File: src/rtl/acf_axis_reader.sv
// acf_axis_reader: latches ACF snapshots from the correlator and streams each one
// as an AXI4-Stream frame (one header beat, then one beat per bin).
module acf_axis_reader #(
  parameter int          NBINS       = 8,
  parameter int          ACF_WIDTH   = 16,
  parameter int          TDATA_WIDTH = 32,
  parameter logic [15:0] MAGIC       = 16'hAC0F
) (
  input  logic                         CLK,
  input  logic                         RST,
  input  logic                         en,
  input  logic [NBINS*ACF_WIDTH-1:0]   acf_in,
  input  logic                         update_in,
  output logic [TDATA_WIDTH-1:0]       m_axis_tdata,
  output logic                         m_axis_tvalid,
  input  logic                         m_axis_tready,
  output logic                         m_axis_tlast,
  output logic                         busy,
  output logic [15:0]                  seq,
  output logic [15:0]                  drop_cnt
);

  localparam int SNAP_W = NBINS * ACF_WIDTH;
  localparam int IDX_W  = (NBINS > 1) ? $clog2(NBINS) : 1;
  localparam logic [IDX_W-1:0] LAST_IDX = IDX_W'(NBINS - 1);

  typedef enum logic [1:0] {
    S_IDLE,
    S_HDR,
    S_DATA
  } state_t;

  state_t                 state_q, state_d;
  logic [SNAP_W-1:0]      pending_q, pending_d;
  logic [SNAP_W-1:0]      active_q, active_d;
  logic                   pending_valid_q, pending_valid_d;
  logic [IDX_W-1:0]       idx_q, idx_d;
  logic [15:0]            seq_q, seq_d;
  logic [15:0]            drop_cnt_q, drop_cnt_d;
  logic                   tvalid_q, tvalid_d;
  logic                   tlast_q, tlast_d;
  logic [TDATA_WIDTH-1:0] tdata_q, tdata_d;

  logic                   accept;
  logic                   last_accept;
  logic                   pending_release;
  logic                   capture;
  logic [ACF_WIDTH-1:0]   bin_sel;

  // Frame sequencing plus the pending slot; a slot being emptied this cycle may refill.
  always_comb begin
    state_d         = state_q;
    pending_d       = pending_q;
    active_d        = active_q;
    pending_valid_d = pending_valid_q;
    idx_d           = idx_q;
    seq_d           = seq_q;
    drop_cnt_d      = drop_cnt_q;

    accept          = tvalid_q & m_axis_tready;
    last_accept     = accept && (state_q == S_DATA) && (idx_q == LAST_IDX);
    pending_release = pending_valid_q && ((state_q == S_IDLE) || last_accept);
    capture         = en & update_in;

    unique case (state_q)
      S_IDLE: begin
        if (pending_valid_q) begin
          active_d = pending_q;
          state_d  = S_HDR;
        end
      end
      S_HDR: begin
        if (accept) begin
          seq_d   = seq_q + 16'd1;
          idx_d   = '0;
          state_d = S_DATA;
        end
      end
      S_DATA: begin
        if (accept) begin
          if (idx_q != LAST_IDX) begin
            idx_d = idx_q + IDX_W'(1);
          end else if (pending_valid_q) begin
            active_d = pending_q;
            state_d  = S_HDR;
          end else begin
            state_d = S_IDLE;
          end
        end
      end
      default: state_d = S_IDLE;
    endcase

    if (pending_release) begin
      pending_valid_d = 1'b0;
    end

    if (capture) begin
      if (!pending_valid_q || pending_release) begin
        pending_d       = acf_in;
        pending_valid_d = 1'b1;
      end else if (drop_cnt_q != 16'hFFFF) begin
        drop_cnt_d = drop_cnt_q + 16'd1;
      end
    end
  end

  // Bin 0 sits in the most-significant slice of the snapshot.
  always_comb begin
    bin_sel = '0;
    for (int i = 0; i < NBINS; i++) begin
      if (idx_d == IDX_W'(i)) begin
        bin_sel = active_d[(NBINS-1-i)*ACF_WIDTH +: ACF_WIDTH];
      end
    end
  end

  always_comb begin
    tvalid_d = (state_d != S_IDLE);
    tlast_d  = (state_d == S_DATA) && (idx_d == LAST_IDX);
    tdata_d  = '0;
    if (state_d == S_HDR) begin
      tdata_d[31:0] = {MAGIC, seq_d};
    end else if (state_d == S_DATA) begin
      tdata_d[ACF_WIDTH-1:0] = bin_sel;
    end
  end

  always_ff @(posedge CLK) begin
    if (RST) begin
      state_q         <= S_IDLE;
      pending_q       <= '0;
      active_q        <= '0;
      pending_valid_q <= 1'b0;
      idx_q           <= '0;
      seq_q           <= 16'd0;
      drop_cnt_q      <= 16'd0;
      tvalid_q        <= 1'b0;
      tlast_q         <= 1'b0;
      tdata_q         <= '0;
    end else begin
      state_q         <= state_d;
      pending_q       <= pending_d;
      active_q        <= active_d;
      pending_valid_q <= pending_valid_d;
      idx_q           <= idx_d;
      seq_q           <= seq_d;
      drop_cnt_q      <= drop_cnt_d;
      tvalid_q        <= tvalid_d;
      tlast_q         <= tlast_d;
      tdata_q         <= tdata_d;
    end
  end

  assign m_axis_tdata  = tdata_q;
  assign m_axis_tvalid = tvalid_q;
  assign m_axis_tlast  = tlast_q;
  assign busy          = (state_q != S_IDLE) | pending_valid_q;
  assign seq           = seq_q;
  assign drop_cnt      = drop_cnt_q;

endmodule

File: config.mk
export PLATFORM = sky130hd
export DESIGN_NAME = acf_axis_reader
export DESIGN_NICKNAME = d
export VERILOG_FILES = /design/src/rtl/acf_axis_reader.sv
export SDC_FILE = /design/constraint.sdc
export NUM_CORES = 1
export LEC_CHECK = 0
export CORE_MARGIN = 2
export CORE_UTILIZATION = 57
export DETAILED_ROUTE_END_ITERATION = 10
export DONT_BUFFER_PORTS = 1
export PLACE_DENSITY_LB_ADDON = 0.25
export SLEW_MARGIN = 20
export SYNTH_ARGS = -nofsm -noshare
export SYNTH_HDL_FRONTEND = slang
export SYNTH_SLANG_ARGS = --single-unit
File: constraint.sdc
create_clock -name CLK -period 2.7 [get_ports CLK]
set_clock_uncertainty 0.2 [all_clocks]
set_input_delay 0.135 -clock CLK [delete_from_list [all_inputs] [get_ports CLK]]
set_output_delay 0.135 -clock CLK [all_outputs]
set_load 0.1 [all_outputs]
=== Yosys cells after proc, flatten, opt, wreduce, memory -nomap -nowiden ===
Index checks and enable logic that the tools add are counted.

* Mux-type cells: 30
* Equality and inequality tests: 14
* Add/subtract/negate cells: 3
* Reduce and logical (&&, ||, !) cells: 13
* Bitwise logic cells: 4

{| class="wikitable"
|+ Operators with widths
! operator !! number
|-
| two-way mux 128 bit || 3
|-
| case mux 128 bit (2 select lines) || 1
|-
| two-way mux 16 bit || 13
|-
| adder 16 x 1 -> 16 bit (second input constant) || 2
|-
| inequality test 16 bit (second input constant) || 1
|-
| == test 3 bit (second input constant) || 5
|-
| two-way mux 3 bit || 3
|-
| two-way mux 2 bit || 4
|-
| == test 3 x 2 -> 1 bit (second input constant) || 2
|-
| case mux 2 bit (3 select lines) || 1
|-
| case mux 3 bit (2 select lines) || 1
|-
| == test 2 x 1 -> 1 bit (second input constant) || 2
|-
| == test 2 bit (second input constant) || 2
|-
| logical AND 1 bit || 4
|-
| two-way mux 1 bit || 4
|-
| nonzero test 2 bit || 2
|-
| adder 3 x 1 -> 3 bit (second input constant) || 1
|-
| == test 3 x 1 -> 1 bit (second input constant) || 1
|-
| logical NOT 3 bit || 1
|-
| inequality test 3 bit (second input constant) || 1
|-
| AND reduction 3 bit || 1
|-
| AND 1 bit || 2
|-
| logical NOT 2 bit || 1
|-
| logical OR 1 bit || 2
|-
| 4 further kinds || 4
|}

* Bits in registers: 328
* Output and inout bits: 67
* Word-level logic and storage cells: 74
* Input port bits: 133

=== Longest topological paths before layout ===
* Word-level depth: 15
* Mapped depth: 13
* Gate-level depth less buffers: 9

=== Least setup slack after synthesis ===
OpenSTA, ideal clock, no wires.

* Path type: register to register
* Start point: register tvalid_q, in the netlist m_axis_tvalid
* End point: register tdata_q[11], in the netlist m_axis_tdata[11]
* Required time: 2378 ps
* Path buffers: 1
* Data arrival time: 2720 ps
* Path slack: -342 ps
* Period minus slack after synthesis: 3042 ps
* Library setup time: 122 ps
* Stages on the path, launching flop included: 9
* Cell sequence: dfxtp_1 > nand2_1 > nor4b_2 > a211o_1 > buf_2 > mux2i_1 > o22ai_1 > a211o_1 > a221o_1

* Longest elaborated chain between the ends: 14
* Elaborated cells on any way between the ends: 31
* Classes of those cells: eq/ne (9); mux (20); bitwise (1); reduce/logical (1)

{| class="wikitable"
|+ Ends and longest elaborated chain
! what !! line !! text
|-
| from (decl) || 40 || <nowiki>logic tvalid_q, tvalid_d;</nowiki>
|-
| from (signal assigned) || 149 || <nowiki>tvalid_q <= tvalid_d;</nowiki>
|-
| AND 1 bit * || 60 || <nowiki>accept = tvalid_q & m_axis_tready;</nowiki>
|-
| two-way mux 3 bit (on tied branches) || 80, 73 ||
|-
| case mux 3 bit (2 select lines) || 65 || <nowiki>unique case (state_q)</nowiki>
|-
| logical NOT 3 bit || 112 || <nowiki>if (idx_d == IDX_W'(i)) begin</nowiki>
|-
| two-way mux 16 bit (8 in a row) || 112 ||
|-
| two-way mux 16 bit || 124 || <nowiki>end else if (state_d == S_DATA) begin</nowiki>
|-
| two-way mux 16 bit * || 122 || <nowiki>if (state_d == S_HDR) begin</nowiki>
|-
| to (signal assigned) || 151 || <nowiki>tdata_q <= tdata_d;</nowiki>
|-
| to (decl) || 42 || <nowiki>logic [TDATA_WIDTH-1:0] tdata_q, tdata_d;</nowiki>
|}

Mark *: on every way between the ends. The rest lies on a longest branch, timed or not.
A chain may end at the register's enable or synchronous reset.

=== Worst setup path after layout ===
* Start point: register state_q[0]
* End point: register tdata_q[0], in the netlist m_axis_tdata[0]

* Longest elaborated chain between the ends: 13
* Elaborated cells on any way between the ends: 31
* Classes of those cells: eq/ne (11); mux (18); reduce/logical (2)

{| class="wikitable"
|+ Ends and longest elaborated chain
! what !! line !! text
|-
| from (decl) || 33 || <nowiki>state_t state_q, state_d;</nowiki>
|-
| from (signal assigned) || 142 || <nowiki>state_q <= state_d;</nowiki>
|-
| == test 2 bit / == test 2 x 1 -> 1 bit (equally long branches) || 65 ||
|-
| case mux 3 bit (2 select lines) || 65 ||
|-
| logical NOT 3 bit || 112 ||
|-
| two-way mux 16 bit (8 in a row) || 112 ||
|-
| two-way mux 16 bit || 124 ||
|-
| two-way mux 16 bit * || 122 ||
|}

Marks and branches as above.

==> flow_summary.json <==
{
  "status": "finished with violations",
  "violations": "negative hold slack, negative setup slack",
  "ir_drop_mv": 0.545,
  "hold_end": "drop_cnt[6]",
  "clock_latency_ns": 0.57,
  "reg2reg_slack_ns": -0.01,
  "synth-seq-cells": 313,
  "io_buffers": 0,
  "routed-via-count": 13416,
  "num_io_pins": 200,
  "grt_max_degree": 295,
  "rsz0062_at_grt": "true",
  "final_util_pct": 79.6,
  "worstMarginPinSlew_ns": 1.02,
  "synthTopCellsByArea": "dfxtp_1, nand2_1, a21oi_1, nor2_1, a22oi_1",
  "cts_buffers": 31,
  "yosys_warnings": 0,
  "dp.final_hpwl_um": 26600,
  "synth_ff_type": "dfxtp_1",
  "yosys.area.top_type": "dfxtp_1",
  "drc_errors": 0,
  "clkTransAtPathRegs_ns": 0.06,
  "clockBufferDepth": 3,
  "worstSetupPathType": "reg2reg",
  "dpl-instance-area_mm2": 0.0143,
  "setup_viol": 2,
  "worst_setup_path_end_kind": "register",
  "finalPower_uw": 10200,
  "clock_sinks": 313,
  "synth_common_cells": "nand2_1, dfxtp_1, a21oi_1, nor2_1, nor3_1",
  "reg2regPathDepth": 12,
  "fin_nets": 2041,
  "synth.most_common_cell": "nand2_1",
  "fin_area_mm2": 0.0179,
  "antennaDiodeCount": 0,
  "drive_gt1_share_pct": 17.2,
  "die_h_um": 154,
  "cp_slowest_cell": "nor3_1",
  "synthArstFlopShare_pct": 0,
  "path_buf_inv": 4,
  "leakage_uw": 0.00732,
  "power.density_mw_per_mm2": 570,
  "grt_pass1_vias": 12139,
  "critPathTopFamily": "compound AO/OA/AOI/OAI gates",
  "htree_levels": 1,
  "wl_met2_um": 21200,
  "synth.top_cell.area_share_pct": 48.6,
  "fin_crit_ns": 2.71,
  "slew_viol_final": 0,
  "start_kind": "register",
  "synth-seq-area-share_pct": 48.6,
  "critical_path_required_ns": 2.98,
  "setup_slack_ns": -0.0130,
  "via_per_inst": 6.08,
  "syn_to_final_growth_pct": 38.5,
  "syn_avg_cell_area_um2": 8.06,
  "synth-edff-count": 0,
  "final-hold-violation-count": 176,
  "worstPathArrival_ns": 3.00,
  "drt-pass1-iter-count": 6,
  "initialDrtViolationCount": 1387,
  "clockRootBuffer": "clkbuf_16",
  "maxSlewHeadroom_pct": 32.2,
  "grt_use_total_pct": 33.0,
  "initial_utilization_pct": 57.5,
  "holdWs_ns": -0.559,
  "die_x_um": 154,
  "cts_tree": "yes",
  "synthCells": 1601,
  "grt_pass1_wl_um": 63300,
  "avgRoutedWirePerCell_um": 20.0,
  "worst_hold_path_type": "in2reg",
  "core_area_mm2": 0.0224,
  "cap_violations": 0,
  "antenna_left": 0,
  "min_from": "RST",
  "cp_max_fo": 6,
  "r2r-start": "state_q[0]",
  "wl_met3_um": 3450,
  "r2r-end": "m_axis_tdata[0]",
  "die_area_mm2": 0.0238,
  "holdPathStages": 1,
  "met1Wirelength_um": 17500,
  "path_cells": "inv_2, ha_4, and2_4, buf_4, a21boi_4, clkbuf_16, buf_4, nor2_1, nor3_1, o2bb2ai_1, o211a_1, o211ai_1",
  "grt_overflow_total": 0,
  "crit_path_max_incr_delay_ns": 0.38,
  "top_layer": "met4",
  "gp_congestion": 0.943,
  "syn_area_mm2": 0.0129,
  "rows": 55,
  "fmax_mhz": 369,
  "fin_setup_tns_ns": -0.0180,
  "crit_top_cell": "buf_4",
  "antenna_found_initial": 0,
  "wirelength_um": 44200,
  "synth.distinct_cells": 73,
  "period_share_pct": 100
}
## registers in the layout (all words and copies together), names as in the netlist
register,flops
active_q,128
pending_q,128
m_axis_tdata,17
drop_cnt,16
seq,16
idx_q,3
state_q,2
m_axis_tlast,1
m_axis_tvalid,1
pending_valid_q,1
## power breakdown
group          switching (µW)  total (µW)  internal (µW)
sequential                102        4830           4730
combinational             513         856            343
clock                    1840        4500           2660
total                    2450       10200           7730
## routing by layer
metal / global-route usage, % / vias up
met2: 56.5 / 695
met5: 0 / -
met1: 43.6 / 6429
met3: 3.92 / 145
met4: 10.9 / 0
li1: - / 6147
## layout make-up
class                           count  area [µm²]
Timing Repair Buffer              392        3850
Sequential cell                   313        6290
Clock buffer                       44         886
Clock inverter                     11         174
Tap cell                          285         357
Multi-Input combinational cell   1150        6260
Fill cell                        1411        4570
Inverter                           13        50.0
## worst max path at each step
stage                                   to  cells after the start  startpoint
final                      m_axis_tdata[0]                     12  state_q[0]
after global routing       m_axis_tdata[0]                     12  state_q[0]
after CTS                  m_axis_tdata[2]                     10  state_q[0]
after floorplan           m_axis_tdata[11]                     10  state_q[0]
after detailed placement   m_axis_tdata[9]                     12  state_q[0]
after global placement     m_axis_tdata[9]                     12  state_q[0]
## layout by cell type (no fill, tap or decap), drive strengths merged, types with 5 or more instances in the layout
master and instances:
o211ai 14, a221oi 5, a22oi 52, inv 13, nand4 9, a21oi 223
a211oi 8, buf 192, a32oi 8, dfxtp 313, dlygate4sd3 194, or3 6
mux2i 6, clkbuf 48, ha 7, xor2 11, a21o 13, xnor2 14
nand2 320, conb 8, a211o 11, nand3 30, a221o 9, o22ai 9
and3 9, nor3 76, o21ai 70, nor2 178
## per-stage QoR
| stage | instances | setup slack (ns) |
|---|---|---|
| floorplan | 1608 | 0.0213 |
| CTS | 2146 | 0.00629 |
| global route | 2208 | -0.0998 |
| detailed placement | 1939 | -0.105 |
| finish | 2208 | -0.0130 |
| global placement | 1939 | -0.100 |
## repair_timing
action                                 4_1_cts  5_1_grt
endpoints found under the hold margin      312      184
setup endpoints to repair                   15       50
setup buffers                                0       13
hold buffers                               150       51
pin swaps                                    3       24
resized for setup                           23       70
gates cloned                                 2        4
## cells by family (layout without fill, tap and decap cells)
logic type	Yosys count	count (layout)	synth area share [%]
adders and majority gates	7	7	0.679
other	1	8	0.0291
xor gates and xnor gates	25	25	1.70
DFF	313	313	48.6
AOI/OAI and AO/OA	455	455	22.0
and+or+nand+nor	645	645	21.0
muxes	10	10	0.815
buffers and inverters	145	460	5.23
## worst reg2reg max path, stage by stage (launching register included)
cell and delay, ns:
dfxtp_2 0.33, inv_2 0.07, ha_4 0.18, and2_4 0.15
buf_4 0.13, a21boi_4 0.28, clkbuf_16 0.22, buf_4 0.13
nor2_1 0.06, nor3_1 0.38, o2bb2ai_1 0.15, o211a_1 0.19
o211ai_1 0.18
(Power assumes the default switching activity.)
